--- config.mk ---
export PLATFORM = sky130hd
export DESIGN_NAME = unsigned_approx_mult_pipe
export DESIGN_NICKNAME = d
export VERILOG_FILES = /design/src/rtl/unsigned_approx_mult_pipe.sv
export SDC_FILE = /design/constraint.sdc
export NUM_CORES = 1
export LEC_CHECK = 0
export ABC_CLOCK_PERIOD_IN_PS = 8900
export CORE_AREA = 8 8 159 161
export DETAILED_ROUTE_END_ITERATION = 6
export DIE_AREA = 0 0 167 169
export MAX_ROUTING_LAYER = met4
export PLACE_DENSITY = 0.45
export SLEW_MARGIN = 10
export SYNTH_ARGS = -nofsm -noshare
export SYNTH_HDL_FRONTEND = slang
export SYNTH_SLANG_ARGS = --single-unit
--- constraint.sdc ---
create_clock -name clk -period 8.9 [get_ports clk]
set_input_delay 2.67 -clock clk [delete_from_list [all_inputs] [get_ports clk]]
set_output_delay 2.67 -clock clk [all_outputs]
set_load 0.02 [all_outputs]
--- src/rtl/unsigned_approx_mult_pipe.sv ---
// unsigned_approx_mult_pipe
// Three-stage unsigned WIDTH x WIDTH multiplier. The low L multiplier rows can be
// truncated: their partial-product bits below column WIDTH are dropped and the bits
// at or above column WIDTH are kept, so the approximate product never exceeds the
// exact one. in_mode selects exact (1) or approximate (0) per transaction.
//
// Handshake: a beat transfers on a rising edge where valid && ready, on both the
// input (in_valid/in_ready) and the output (out_valid/out_ready). The only
// back-pressure source is the output stall (out_valid && !out_ready), which freezes
// every stage register and valid bit and drops in_ready. Otherwise all stages
// advance together, so in_ready depends only on out_valid/out_ready.
module unsigned_approx_mult_pipe #(
    parameter int WIDTH = 8,
    parameter int L     = 4
) (
    input  logic                 clk,
    input  logic                 rst,
    input  logic                 in_valid,
    output logic                 in_ready,
    input  logic [WIDTH-1:0]     in_x,
    input  logic [WIDTH-1:0]     in_y,
    input  logic                 in_mode,
    output logic                 out_valid,
    input  logic                 out_ready,
    output logic [2*WIDTH-1:0]   out_z,
    output logic                 out_mode,
    output logic [15:0]          done_cnt
);

    localparam int PW = 2 * WIDTH;
    // Selects the multiplier bits that form the approximated low rows.
    localparam logic [WIDTH-1:0] LO_MASK = WIDTH'((64'd1 << L) - 64'd1);

    if (WIDTH < 4 || WIDTH > 32) begin : g_bad_width
        $error("unsigned_approx_mult_pipe: WIDTH must be in 4..32");
    end
    if (L < 0 || L > WIDTH - 1) begin : g_bad_l
        $error("unsigned_approx_mult_pipe: L must be in 0..WIDTH-1");
    end

    // Stage 1: registered operands and mode
    logic             s1_valid_q;
    logic [WIDTH-1:0] s1_x_q;
    logic [WIDTH-1:0] s1_y_q;
    logic             s1_mode_q;

    // Stage 2: high-row product, low-row compensation, exact low-row product
    logic             s2_valid_q;
    logic             s2_mode_q;
    logic [PW-1:0]    s2_hi_q;
    logic [PW-1:0]    s2_comp_q;
    logic [PW-1:0]    s2_lo_q;
    logic [PW-1:0]    hi_d;
    logic [PW-1:0]    comp_d;
    logic [PW-1:0]    lo_d;

    // Stage 3: final result
    logic             s3_valid_q;
    logic             s3_mode_q;
    logic [PW-1:0]    s3_z_q;
    logic [PW-1:0]    z_d;

    logic [15:0]      done_cnt_q;
    logic             stall;
    logic             advance;
    logic             deliver;

    assign stall     = s3_valid_q && !out_ready;
    assign advance   = !stall;
    assign deliver   = s3_valid_q && out_ready;

    assign in_ready  = advance;
    assign out_valid = s3_valid_q;
    assign out_z     = s3_z_q;
    assign out_mode  = s3_mode_q;
    assign done_cnt  = done_cnt_q;

    // Stage 1 capture: operands enter whenever the pipe advances
    always_ff @(posedge clk or posedge rst) begin
        if (rst) begin
            s1_valid_q <= 1'b0;
            s1_x_q     <= '0;
            s1_y_q     <= '0;
            s1_mode_q  <= 1'b0;
        end else if (advance) begin
            s1_valid_q <= in_valid;
            s1_x_q     <= in_x;
            s1_y_q     <= in_y;
            s1_mode_q  <= in_mode;
        end
    end

    // Stage 2 terms: y*x_hi<<L, kept upper bits of the low rows, and exact y*x_lo
    always_comb begin
        hi_d   = PW'(s1_y_q) * PW'(s1_x_q & ~LO_MASK);
        lo_d   = PW'(s1_y_q) * PW'(s1_x_q & LO_MASK);
        comp_d = '0;
        for (int i = 0; i < L; i++) begin
            if (s1_x_q[i]) begin
                comp_d = comp_d + ((PW'(s1_y_q) >> (WIDTH - i)) << WIDTH);
            end
        end
    end

    // Stage 2 register
    always_ff @(posedge clk or posedge rst) begin
        if (rst) begin
            s2_valid_q <= 1'b0;
            s2_mode_q  <= 1'b0;
            s2_hi_q    <= '0;
            s2_comp_q  <= '0;
            s2_lo_q    <= '0;
        end else if (advance) begin
            s2_valid_q <= s1_valid_q;
            s2_mode_q  <= s1_mode_q;
            s2_hi_q    <= hi_d;
            s2_comp_q  <= comp_d;
            s2_lo_q    <= lo_d;
        end
    end

    // Stage 3 sum: exact adds the true low rows, approximate adds the compensation
    always_comb begin
        z_d = s2_mode_q ? (s2_hi_q + s2_lo_q) : (s2_hi_q + s2_comp_q);
    end

    // Stage 3 register: holds the result stable while stalled
    always_ff @(posedge clk or posedge rst) begin
        if (rst) begin
            s3_valid_q <= 1'b0;
            s3_mode_q  <= 1'b0;
            s3_z_q     <= '0;
        end else if (advance) begin
            s3_valid_q <= s2_valid_q;
            s3_mode_q  <= s2_mode_q;
            s3_z_q     <= z_d;
        end
    end

    // Delivery counter: free-running, wraps at 16 bits
    always_ff @(posedge clk or posedge rst) begin
        if (rst) begin
            done_cnt_q <= '0;
        end else if (deliver) begin
            done_cnt_q <= done_cnt_q + 16'd1;
        end
    end

endmodule
# After elaboration in Yosys (flattened, before gate mapping)
# Cells that the tools add are included.
op_classes:
  addsub: 5
  n_mul: 2
  mux: 4
  n_reduce_logical: 4
ops:
  columns: ["operator", "n"]
  rows:
  - ["16-bit two-way mux", 3]
  - ["16-bit adder", 2]
  - ["8-bit by 4-bit multiplier with 12-bit output", 2]
  - ["16-bit by 1-bit adder with 16-bit output (second input constant)", 1]
  - ["16-bit by 11-bit adder with 16-bit output", 1]
  - ["9-bit by 10-bit adder with 11-bit output", 1]
  - ["9-bit two-way mux", 1]
  - ["1-bit logical AND", 2]
  - ["1-bit logical NOT", 2]
word_totals:
  ff_bits: 98
  input_bits: 21
  out_inout_bits: 35
  wordCells: 28

# Logic depth before layout (Yosys ltp)
# Gate-level depths: netlist of the first run.
logic_depth:
  word_depth: 5
  mapped_depth: 12

# Worst setup path after synthesis of the first run
# No wires, ideal clock.
synth_timing:
  kind: "input to output"
  startpoint: "in out_ready"
  endpoint: "out in_ready"
  arrival_ns: 3.413
  required_ns: 6.230
  setup_slack_ns: 2.817
  stages: 4
  n_path_buf: 2
  path_cell_list: "nor2b_1 inv_2 buf_2 buf_1"
synth_via:
  elab_chain_cells: 3
synth_lines:
  columns: ["item", "line_no", "rtl"]
  rows:
  - ["start, declared", "24", "input logic out_ready,"]
  - ["1-bit logical NOT", "68", "assign stall = s3_valid_q && !out_ready;"]
  - ["1-bit logical AND", "68", null]
  - ["1-bit logical NOT", "69", "assign advance = !stall;"]
  - ["end, declared", "19", "output logic in_ready,"]
# No other way between the ends.

# Worst setup path in the final report of the first run
# Same ends and word-level chain as after synthesis.

==> metrics.md, run 1 <==
| Metric | Value |
|---|---|
| Initial Utilization | `about a quarter` |
| Highest ir drop seen on vdd | `0.112 mV` |
| Clk pwr share | `roughly a fifth` |
| First-pass GRT wire length | `between 20000 and 25000 µm` |
| Setup bufs post-CTS | `0` |
| Worst r2r dst | `s2_lo_q[11]` |
| Post-Synthesis Cells | `627` |
| Detailed Place HPWL | `approximately 9000 µm` |
| Share of synthesized area spent on multiplexers | `2.10%` |
| Area growth, synth to finish | `21.2%` |
| Main combinational cell family by area after synthesis | `simple AND/OR/NAND/NOR gates` |
| Filler Cells Inserted | `approximately 2.4k` |
| Via count of the first global-routing pass | `about 4.4k` |
| Sequential group share of total power | `28.9%` |
| Run status | `completed` |
| Final routed wire length divided by cell count | `13.3 µm` |
| Share of synthesized cell area in and, or, nand and nor gates | `21.2%` |
| Internal portion of total power | `1290 µW` |
| DIE WIDTH | `roughly 170 µm` |
| Rel. slew slack | `~45%` |
| DRT Pass-1 Iters | `4` |
| Post-Place Worst Slack | `approximately 2.3 ns` |
| Leakage component of the power | `about 0.0032 µW` |
| Switching pwr | `931 µW` |
| Sequential share of the synthesized area | `between 30% and 40%` |
| Number of flops mapped to enable cells by yosys | `0` |
| Core Rows | `56` |
| Met2 track demand over resource | `between 10% and 20%` |
| Clock tree from TritonCTS | `built` |
| Final Total Pwr | `between 2000 and 2500 µW` |
| Overall die height | `between 150 and 200 µm` |
| Met3 GRT Util | `under 10%` |
| Clock buffer count from CTS | `9` |
| Smallest setup slack after layout | `between 2 and 2.5 ns` |
| Most Crowded Layer GR | `met2` |
| Cell area after synthesis | `between 0.005 and 0.006 mm²` |
| Data required, critical path | `~6.2 ns` |
| Cell taking the most area after synthesis | `sky130_fd_sc_hd__dfrtp_1` |
| Number of synthesized register bits | `roughly 80` |
| Via count | `between 4k and 5k` |
| Final worst path period share | `between 70 and 80%` |
| Worst clock skew on the final layout | `0.00749 ns` |
| Worst Min Path Start | `s2_valid_q` |
| Area occupied by multi-input gates | `0.00329 mm²` |
| Area share of fa/ha/maj cells after synthesis | `19.6%` |
| Crit-path max FO | `2` |
| Number of max-cap violations | `0` |
| Leading cell types by count after synthesis | `sky130_fd_sc_hd__nand2_1, sky130_fd_sc_hd__dfrtp_1, sky130_fd_sc_hd__inv_1, sky130_fd_sc_hd__ha_1, sky130_fd_sc_hd__and2_1` |
| Synth unique cells | `46` |
| Total of cells resized after clock tree synthesis | `0` |
| Final-layout setup total negative slack | `0 ns` |
| Antenna violations before repair | `0` |
| Source of the worst register-to-register timing path | `s1_x_q[3]` |
| Proportion of synthesized flip-flops having asynchronous set or reset | `between 90% and 100%` |
| Hold bufs inserted after CTS | `0` |
| Post-route DRC violation count | `0` |
| Final critical-path required period | `roughly 6.6 ns` |
| Remaining number of nets flagged by the antenna check after routing | `0` |
| Register cell area after layout | `0.00205 mm²` |
| Pin count of the biggest net entering global routing | `80` |
| Number of buffer cells added on primary ports | `55` |
| Clock latency at the later pin of the worst-skew pair | `between 0.3 and 0.4 ns` |
| Detailed Route WL | `12800 µm` |
| Global-route usage over all layers | `under 10%` |
| Fraction of synthesized cell area in xor and xnor cells | `roughly 5%` |
| Nets in the synthesized netlist | `720` |
| Inserted Diodes | `0` |
| Area enclosed by the die boundary | `about 0.028 mm²` |
| Hold-critical path depth | `2` |
| Slew at the pin closest to its max-slew limit | `about 0.83 ns` |
| Top-area cell type share of the netlist area | `36.6%` |
| Most instantiated library cell after synthesis | `sky130_fd_sc_hd__nand2_1` |
| Post-synthesis average cell area | `~9 µm²` |
| Clock tree root buffer cell | `sky130_fd_sc_hd__clkbuf_16` |
| Reg clk slew, reported paths | `0.07 ns` |
| Synthesis warning total | `0` |
| Overflow left after global routing | `0` |
| Violation count after the first detailed-routing iteration | `between 100 and 150` |
| R2R depth | `11` |
| Minimum setup slack among reg-to-reg paths | `5.40 ns` |
| Cell types occupying the most area after synthesis | `sky130_fd_sc_hd__dfrtp_1, sky130_fd_sc_hd__ha_1, sky130_fd_sc_hd__nand2_1` |
| Share of final-layout standard cells stronger than drive strength 1 | `under 10%` |
| Endpoint of the worst hold path | `s2_valid_q` |
| Area fraction in compound gates after synthesis | `10.6%` |
| Sort of element at the end of the critical path | `primary output` |
| Predominant post-synthesis flop cell | `sky130_fd_sc_hd__dfrtp_1` |
| Total count of max-transition violations in the final report | `0` |
| Unrepaired setup endpoints after global routing | `no` |
| Number of primary I/O pins | `between 50 and 60` |
| Met1 routing resource usage after global routing | `12.7%` |
| Clock Sinks | `82` |
| Power per cell area | `about 330 mW/mm²` |
| Maximum count of clock buffers along a single path | `2` |
| Critical path data arrival time | `between 3 and 4 ns` |
| Setup violations, final | `0` |
| Max Clk Rate | `roughly 150 MHz` |
| Global placer's final weighted congestion | `0.744` |
| CTS H-tree depth | `3` |
| Number of hold-slack violations in the final timing report | `0` |
| Element type at the critical path start | `input pin` |
| Combinational share of power | `about half` |
| Core region area | `0.0229 mm²` |
| Via/cell ratio | `about 4.3` |
| Type of the worst setup path | `input pin to primary output` |
| Final #Nets | `~770` |
| Switching part of the total power | `a little over two fifths` |
| Hold/Removal Path Class | `flop to flop` |
-- state kept, by name, summed over array words and instances, names as in the netlist --
signal / count
s1_y_q: 8
s2_lo_q: 12
s2_mode_q: 1
s1_valid_q: 1
s1_mode_q: 1
out_z: 16
s2_comp_q: 4
out_valid: 1
out_mode: 1
s1_x_q: 8
done_cnt: 16
s2_valid_q: 1
s2_hi_q: 12
-- through the flow --
step                      instances  hold WS (ns)  cell area (µm²)  utilization (%)
after floorplan                 627         0.430             5610                -
after global placement          951         0.441             6460             28.2
after detailed placement        951         0.447             6460             28.2
after CTS                       967         0.464             6790             29.6
after global routing            967         0.496             6790             29.6
final                           967         0.459             6790             29.6
-- cell families (layout without fill, tap and decap cells) --
family                     count (synthesis)  in the layout
muxes                                     11             11
and+or+nand+nor                          262            262
DFF                                       82             82
xor gates and xnor gates                  32             32
buffers and inverters                     72            122
AOI/OAI and AO/OA                         96             96
adders and majority gates                 72             72
-- placed cells by master (no fill, tap or decap), types with 3 or more instances in the layout --
| cell | synthesis | final |
|---|---|---|
| sky130_fd_sc_hd__o21a_1 | 6 | 6 |
| sky130_fd_sc_hd__fa_1 | 26 | 26 |
| sky130_fd_sc_hd__nand2b_1 | 4 | 4 |
| sky130_fd_sc_hd__mux2i_1 | 5 | 5 |
| sky130_fd_sc_hd__ha_1 | 46 | 46 |
| sky130_fd_sc_hd__and2_1 | 43 | 43 |
| sky130_fd_sc_hd__o21ai_0 | 21 | 21 |
| sky130_fd_sc_hd__inv_1 | 47 | 46 |
| sky130_fd_sc_hd__nand2_1 | 147 | 147 |
| sky130_fd_sc_hd__a211oi_1 | 3 | 3 |
| sky130_fd_sc_hd__nor3_1 | 3 | 3 |
| sky130_fd_sc_hd__mux2_2 | 6 | 6 |
| sky130_fd_sc_hd__nand4_1 | 4 | 4 |
| sky130_fd_sc_hd__a21oi_1 | 33 | 33 |
| sky130_fd_sc_hd__dfrtp_1 | 82 | 82 |
| sky130_fd_sc_hd__nand3_1 | 16 | 16 |
| sky130_fd_sc_hd__or3_1 | 3 | 3 |
| sky130_fd_sc_hd__clkdlybuf4s50_1 | 0 | 55 |
| sky130_fd_sc_hd__a21o_1 | 10 | 10 |
| sky130_fd_sc_hd__xor2_1 | 17 | 17 |
| sky130_fd_sc_hd__xnor2_1 | 15 | 15 |
| sky130_fd_sc_hd__o211ai_1 | 5 | 5 |
| sky130_fd_sc_hd__nor2_1 | 31 | 31 |
| sky130_fd_sc_hd__and3_1 | 3 | 3 |
| sky130_fd_sc_hd__buf_4 | 0 | 3 |
| sky130_fd_sc_hd__o21ai_1 | 3 | 3 |
| sky130_fd_sc_hd__clkbuf_16 | 0 | 9 |
-- cell type report --
type | instances | area share (%)
well taps | 290 | 5.34
inverters | 48 | 2.67
clock buffers | 10 | 3.52
multi-input cells | 473 | 48.4
flip-flops and latches | 82 | 30.2
repair buffers | 58 | 8.44
clock inverters | 6 | 1.44
-- power by group through the flow --
stage	clock network, µW	registers (µW)	logic, µW
finish	430	642	1150
global route	459	670	1320
CTS	445	647	1170
detailed placement	0	654	1160
global placement	0	652	1160
floorplan	0	655	832
-- worst max-delay path by stage --
stage	end	depth (start not counted)	from	slack, ns
finish	in_ready	4	out_ready	2.30
CTS	in_ready	4	out_ready	2.27
global route	in_ready	4	out_ready	2.26
detailed placement	in_ready	4	out_ready	2.27
global placement	in_ready	4	out_ready	2.27
floorplan	in_ready	4	out_ready	2.82
-- critical path, stage by stage --
cell,delay (ns)
sky130_fd_sc_hd__clkdlybuf4s50_1,0.53
sky130_fd_sc_hd__nor2b_4,0.07
sky130_fd_sc_hd__inv_2,0.06
sky130_fd_sc_hd__clkdlybuf4s50_1,0.60
-- per-layer routing --
metal	vias to the layer above	share of wire (%)
li1	2142	-
met1	1956	51
met2	37	46
met3	10	1.4
met4	0	1.5
met5	-	0
(Power assumes the default switching activity.)
==> run 2, diff against run 1 <==
ABC_CLOCK_PERIOD_IN_PS = 6800   (was 8900)
clock period = 6.8 ns   (was 8.9 ns; I/O delays follow)
==> metrics.md, run 2 (synthesis results as in run 1) <==
| Metric | Value |
|---|---|
| Run status | `completed` |
| CTS H-tree depth | `3` |
| Clock tree from TritonCTS | `built` |
| Final Total Pwr | `2880 µW` |
| Clock latency at the later pin of the worst-skew pair | `approximately 0.34 ns` |
| Smallest setup slack after layout | `~1.4 ns` |
| Core region area | `between 0.02 and 0.025 mm²` |
| Global-route usage over all layers | `about a tenth` |
| Reg clk slew, reported paths | `around 0.060 ns` |
| Commonest non-fill, non-tap cell in the layout | `sky130_fd_sc_hd__nand2_1` |
| Post-Place Worst Slack | `1.40 ns` |
| Hold/Removal Path Class | `flop to flop` |
| Setup bufs post-CTS | `0` |
| Slew at the pin closest to its max-slew limit | `0.809 ns` |
| Highest ir drop seen on vdd | `around 0.13 mV` |
| Data required, critical path | `~4.8 ns` |
| Clock Sinks | `82` |
| DRT Pass-1 Iters | `4` |
| Final #Nets | `approximately 770` |
| Type of the worst setup path | `input pin to primary output` |
| Final routed wire length divided by cell count | `13.1 µm` |
| Unrepaired setup endpoints after global routing | `no` |
| Initial Utilization | `around a quarter` |
| Violation count after the first detailed-routing iteration | `just over 90` |
| Pin count of the biggest net entering global routing | `80` |
| Overall die height | `approximately 170 µm` |
| Worst r2r dst | `s2_lo_q[11]` |
| DIE WIDTH | `roughly 170 µm` |
| Routed length on met3 | `roughly 250 µm` |
| Via count | `4124` |
| Filler Cells Inserted | `about 2.4k` |
| Met2 WL post-DR | `about 6000 µm` |
| Leakage component of the power | `0.00323 µW` |
| Final worst path period share | `between 70 and 80%` |
| Hold bufs inserted after CTS | `0` |
| Worst Min Path Start | `s2_valid_q` |
| Final critical-path required period | `between 5 and 6 ns` |
| Met1 Routed Length | `around 6300 µm` |
| Area growth, synth to finish | `21.0%` |
| Total count of max-transition violations in the final report | `0` |
| Source of the worst register-to-register timing path | `s1_x_q[3]` |
| Endpoint of the worst hold path | `s2_valid_q` |
| Detailed Route WL | `between 10000 and 15000 µm` |
| Total of cells resized after clock tree synthesis | `0` |
| Power per cell area | `425 mW/mm²` |
| Hold-critical path depth | `2` |
| Rel. slew slack | `between 40 and 50%` |
| Area enclosed by the die boundary | `between 0.02 and 0.03 mm²` |
| Crit-path max FO | `2` |
| Element type at the critical path start | `input pin` |
| Number of hold-slack violations in the final timing report | `0` |
| Overflow left after global routing | `0` |
| Global placer's final weighted congestion | `~0.74` |
| Antenna violations before repair | `0` |
| Hold slack final | `between 0.4 and 0.5 ns` |
| Remaining number of nets flagged by the antenna check after routing | `0` |
| Final-layout setup total negative slack | `0 ns` |
| Number of max-cap violations | `0` |
| Uppermost layer routed | `met4` |
| Clock tree root buffer cell | `sky130_fd_sc_hd__clkbuf_16` |
| Detailed Place HPWL | `9300 µm` |
| R2R depth | `11` |
| Finished layout cell area | `around 0.0068 mm²` |
| Clock buffer count from CTS | `9` |
| Number of buffer cells added on primary ports | `between 50 and 60` |
| Share of final-layout standard cells stronger than drive strength 1 | `around 4.7%` |
| Core Rows | `56` |
| Worst clock skew on the final layout | `0.00923 ns` |
| First-pass GRT wire length | `22200 µm` |
| Number of primary I/O pins | `56` |
| Area of placed instances | `roughly 0.0065 mm²` |
| Setup violations, final | `0` |
| Maximum count of clock buffers along a single path | `2` |
| Via/cell ratio | `4.26` |
| Top library cells by usage in the layout, fill and taps aside | `sky130_fd_sc_hd__nand2_1, sky130_fd_sc_hd__dfrtp_1, sky130_fd_sc_hd__clkdlybuf4s50_1` |
| Max Clk Rate | `186 MHz` |
| Sort of element at the end of the critical path | `primary output` |
| Minimum setup slack among reg-to-reg paths | `3.32 ns` |
| Critical path data arrival time | `approximately 3.3 ns` |
| Inserted Diodes | `0` |
| Post-route DRC violation count | `0` |
| Via count of the first global-routing pass | `between 4k and 5k` |
[run 2: power breakdown]
| group | switching [µW] | internal (µW) | total (µW) | leakage, µW |
|---|---|---|---|---|
| Clock | 215 | 325 | 540 | 0.000153 |
| Sequential | 174 | 666 | 839 | 0.00102 |
| Combinational | 820 | 684 | 1500 | 0.00205 |
[run 2: area by class of cell]
class | count | area (µm²) | share of cell area, %
Tap cell | 290 | 363 | 5.35
Multi-Input combinational cell | 473 | 3290 | 48.5
Inverter | 48 | 181 | 2.67
Timing Repair Buffer | 58 | 573 | 8.45
Clock inverter | 7 | 101 | 1.49
Sequential cell | 82 | 2050 | 30.3
Clock buffer | 9 | 225 | 3.32
[run 2: per-layer routing]
layer | global-route usage (%) | vias to the layer above
li1 | - | 2149
met1 | 12.3 | 1922
met2 | 16.2 | 42
met3 | 1.77 | 11
met4 | 2.94 | 0
met5 | - | -
[run 2: how the worst max path moves through the flow]
stage / startpoint / end / slack (ns) / depth (start not counted)
after floorplan: out_ready / in_ready / 1.98 / 4
after detailed placement: out_ready / in_ready / 1.40 / 4
final: out_ready / in_ready / 1.43 / 4
after global routing: out_ready / in_ready / 1.38 / 4
after global placement: out_ready / in_ready / 1.41 / 4
after CTS: out_ready / in_ready / 1.40 / 4
[run 2: worst max-delay path, stage by stage]
cell	delay, ns
sky130_fd_sc_hd__clkdlybuf4s50_1	0.54
sky130_fd_sc_hd__nor2b_4	0.06
sky130_fd_sc_hd__inv_2	0.07
sky130_fd_sc_hd__clkdlybuf4s50_1	0.62
[run 2: metrics by stage]
| stage | utilization [%] | cells |
|---|---|---|
| floorplan | - | 627 |
| global placement | 28.2 | 951 |
| detailed placement | 28.2 | 951 |
| CTS | 29.6 | 967 |
| global route | 29.6 | 967 |
| finish | 29.6 | 967 |
==> run 3, diff against run 2 <==
ABC_CLOCK_PERIOD_IN_PS = 4700   (was 6800)
PLACE_DENSITY = 0.47   (was 0.45)
clock period = 4.7 ns   (was 6.8 ns; I/O delays follow)
==> metrics.md, run 3 (synthesis results as in run 1) <==
| Metric | Value |
|---|---|
| Run status | `completed` |
| Leakage component of the power | `about 0.0032 µW` |
| Clock Sinks | `82` |
| Post-Place Worst Slack | `around 0.56 ns` |
| Element type at the critical path start | `input pin` |
| Cell occurring most often along the worst timing path | `sky130_fd_sc_hd__clkdlybuf4s50_1` |
| DRT Pass-1 Iters | `4` |
| Core Rows | `56` |
| Maximum count of clock buffers along a single path | `2` |
| Hold slack final | `around 0.46 ns` |
| Clock latency at the later pin of the worst-skew pair | `~0.35 ns` |
| Hold bufs inserted after CTS | `0` |
| Post-route DRC violation count | `0` |
| Overflow left after global routing | `0` |
| Hold-critical path depth | `2` |
| Minimum setup slack among reg-to-reg paths | `roughly 1.3 ns` |
| Slowest Stage Delay on Critical Path | `a little over 0.6 ns` |
| Area of placed instances | `around 0.0065 mm²` |
| Highest ir drop seen on vdd | `a little over 0.2 mV` |
| Rel. slew slack | `around 28%` |
| Global placer's final weighted congestion | `0.736` |
| Slew at the pin closest to its max-slew limit | `between 1 and 1.5 ns` |
| Via/cell ratio | `around 4.2` |
| Overall die height | `169 µm` |
| Commonest non-fill, non-tap cell in the layout | `sky130_fd_sc_hd__nand2_1` |
| CTS H-tree depth | `3` |
| Hold/Removal Path Class | `flop to flop` |
| Max Clk Rate | `244 MHz` |
| Detailed Route WL | `12900 µm` |
| Final critical-path required period | `around 4.1 ns` |
| Final #Nets | `approximately 770` |
| Sort of element at the end of the critical path | `primary output` |
| Reg clk slew, reported paths | `around 0.060 ns` |
| Type of the worst setup path | `input pin to primary output` |
| Setup violations, final | `0` |
| Share of final-layout standard cells stronger than drive strength 1 | `4.87%` |
| Critical path data arrival time | `about 2.7 ns` |
| Data required, critical path | `3.29 ns` |
| Violation count after the first detailed-routing iteration | `110` |
| Area enclosed by the die boundary | `0.0282 mm²` |
| Core region area | `approximately 0.023 mm²` |
| Clock buffer count from CTS | `9` |
| Total count of max-transition violations in the final report | `0` |
| Power per cell area | `610 mW/mm²` |
| Smallest setup slack after layout | `approximately 0.60 ns` |
| Via count | `between 4k and 5k` |
| Unrepaired setup endpoints after global routing | `no` |
| DIE WIDTH | `~170 µm` |
| Endpoint of the worst hold path | `s2_valid_q` |
| Number of hold-slack violations in the final timing report | `0` |
| Finished layout cell area | `approximately 0.0068 mm²` |
| Worst r2r dst | `s2_lo_q[11]` |
| Worst Min Path Start | `s2_valid_q` |
| Final-layout setup total negative slack | `0 ns` |
| Number of max-cap violations | `0` |
| Number of primary I/O pins | `56` |
| Top library cells by usage in the layout, fill and taps aside | `sky130_fd_sc_hd__nand2_1, sky130_fd_sc_hd__dfrtp_1, sky130_fd_sc_hd__clkdlybuf4s50_1` |
| Final worst path period share | `between 80% and 90%` |
| Area growth, synth to finish | `20.7%` |
| Setup bufs post-CTS | `0` |
| Initial Utilization | `24.5%` |
| Worst clock skew on the final layout | `about 0.0077 ns` |
| Pin count of the biggest net entering global routing | `80` |
| Source of the worst register-to-register timing path | `s1_x_q[3]` |
| Family with the most delay on the worst path | `buffers and inverters` |
| Antenna violations before repair | `0` |
| Total of cells resized after clock tree synthesis | `0` |
| Crit-path max FO | `2` |
| Global-route usage over all layers | `between 9 and 10%` |
| Inserted Diodes | `0` |
| Utilization after layout | `roughly 30%` |
| First-pass GRT wire length | `between 20000 and 25000 µm` |
| List of cells traversed by the critical path | `clkdlybuf4s50_1 -> nor2b_4 -> inv_2 -> clkdlybuf4s50_1` |
| Critical Path Slowest Stage Cell | `sky130_fd_sc_hd__clkdlybuf4s50_1` |
| Number of buffer cells added on primary ports | `55` |
| Worst path buffer plus inverter count | `3` |
| Via count of the first global-routing pass | `~4.3k` |
| Clock tree from TritonCTS | `built` |
| Final routed wire length divided by cell count | `between 10 and 15 µm` |
| Detailed Place HPWL | `9380 µm` |
| Clock tree root buffer cell | `sky130_fd_sc_hd__clkbuf_16` |
| R2R depth | `11` |
| Remaining number of nets flagged by the antenna check after routing | `0` |
## run 3: cell count changes in the layout (fill, tap and decap cells not counted)
| cell | previous run | this run |
|---|---|---|
| sky130_fd_sc_hd__clkinv_4 | 1 | 2 |
| sky130_fd_sc_hd__buf_4 | 3 | 4 |
| sky130_fd_sc_hd__bufinv_16 | 2 | 0 |
| sky130_fd_sc_hd__clkinvlp_4 | 2 | 1 |
| sky130_fd_sc_hd__clkbuf_8 | 0 | 3 |
| sky130_fd_sc_hd__inv_6 | 2 | 1 |
## run 3: where the power goes
part / internal, µW / total [µW] / switching (µW) / leakage, µW
logic: 995 / 2210 / 1210 / 0.00206
registers: 964 / 1210 / 251 / 0.00102
clock network: 405 / 706 / 301 / 0.000145
total: 2360 / 4130 / 1760 / 0.00322
## run 3: routing by layer
| layer | share of wire [%] | GRT usage (%) | routed length [µm] |
|---|---|---|---|
| met2 | 47 | 16.1 | 6000 |
| met4 | 1.4 | 3.49 | 184 |
| met5 | 0 | - | 0 |
| met1 | 49 | 12.1 | 6370 |
| met3 | 2.7 | 1.86 | 343 |
## run 3: per-stage QoR
step	total power [µW]	instances
detailed placement	3460	952
finish	4130	968
global route	4550	968
floorplan	2820	627
CTS	4200	968
global placement	3440	952
## run 3: worst max path at each step
stage / from / end / slack, ns / cells past startpoint
final: out_ready / in_ready / 0.60 / 4
after global routing: out_ready / in_ready / 0.55 / 4
after CTS: out_ready / in_ready / 0.56 / 4
after detailed placement: out_ready / in_ready / 0.56 / 4
after global placement: out_ready / in_ready / 0.57 / 4
after floorplan: out_ready / in_ready / 1.14 / 4
## run 3: area by class of cell
type	count	area (µm²)
Multi-Input combinational cell	473	3290
Sequential cell	82	2050
Timing Repair Buffer	59	581
Inverter	48	181
Fill cell	2445	16100
Clock buffer	12	267
Clock inverter	4	33.8
Tap cell	290	363
## run 3: tightest hold or removal path, delay by kind of cell, from the launching register on
kind             cells  cell delay [ns]
DFF                  1             0.34
and+or+nand+nor      2             0.10
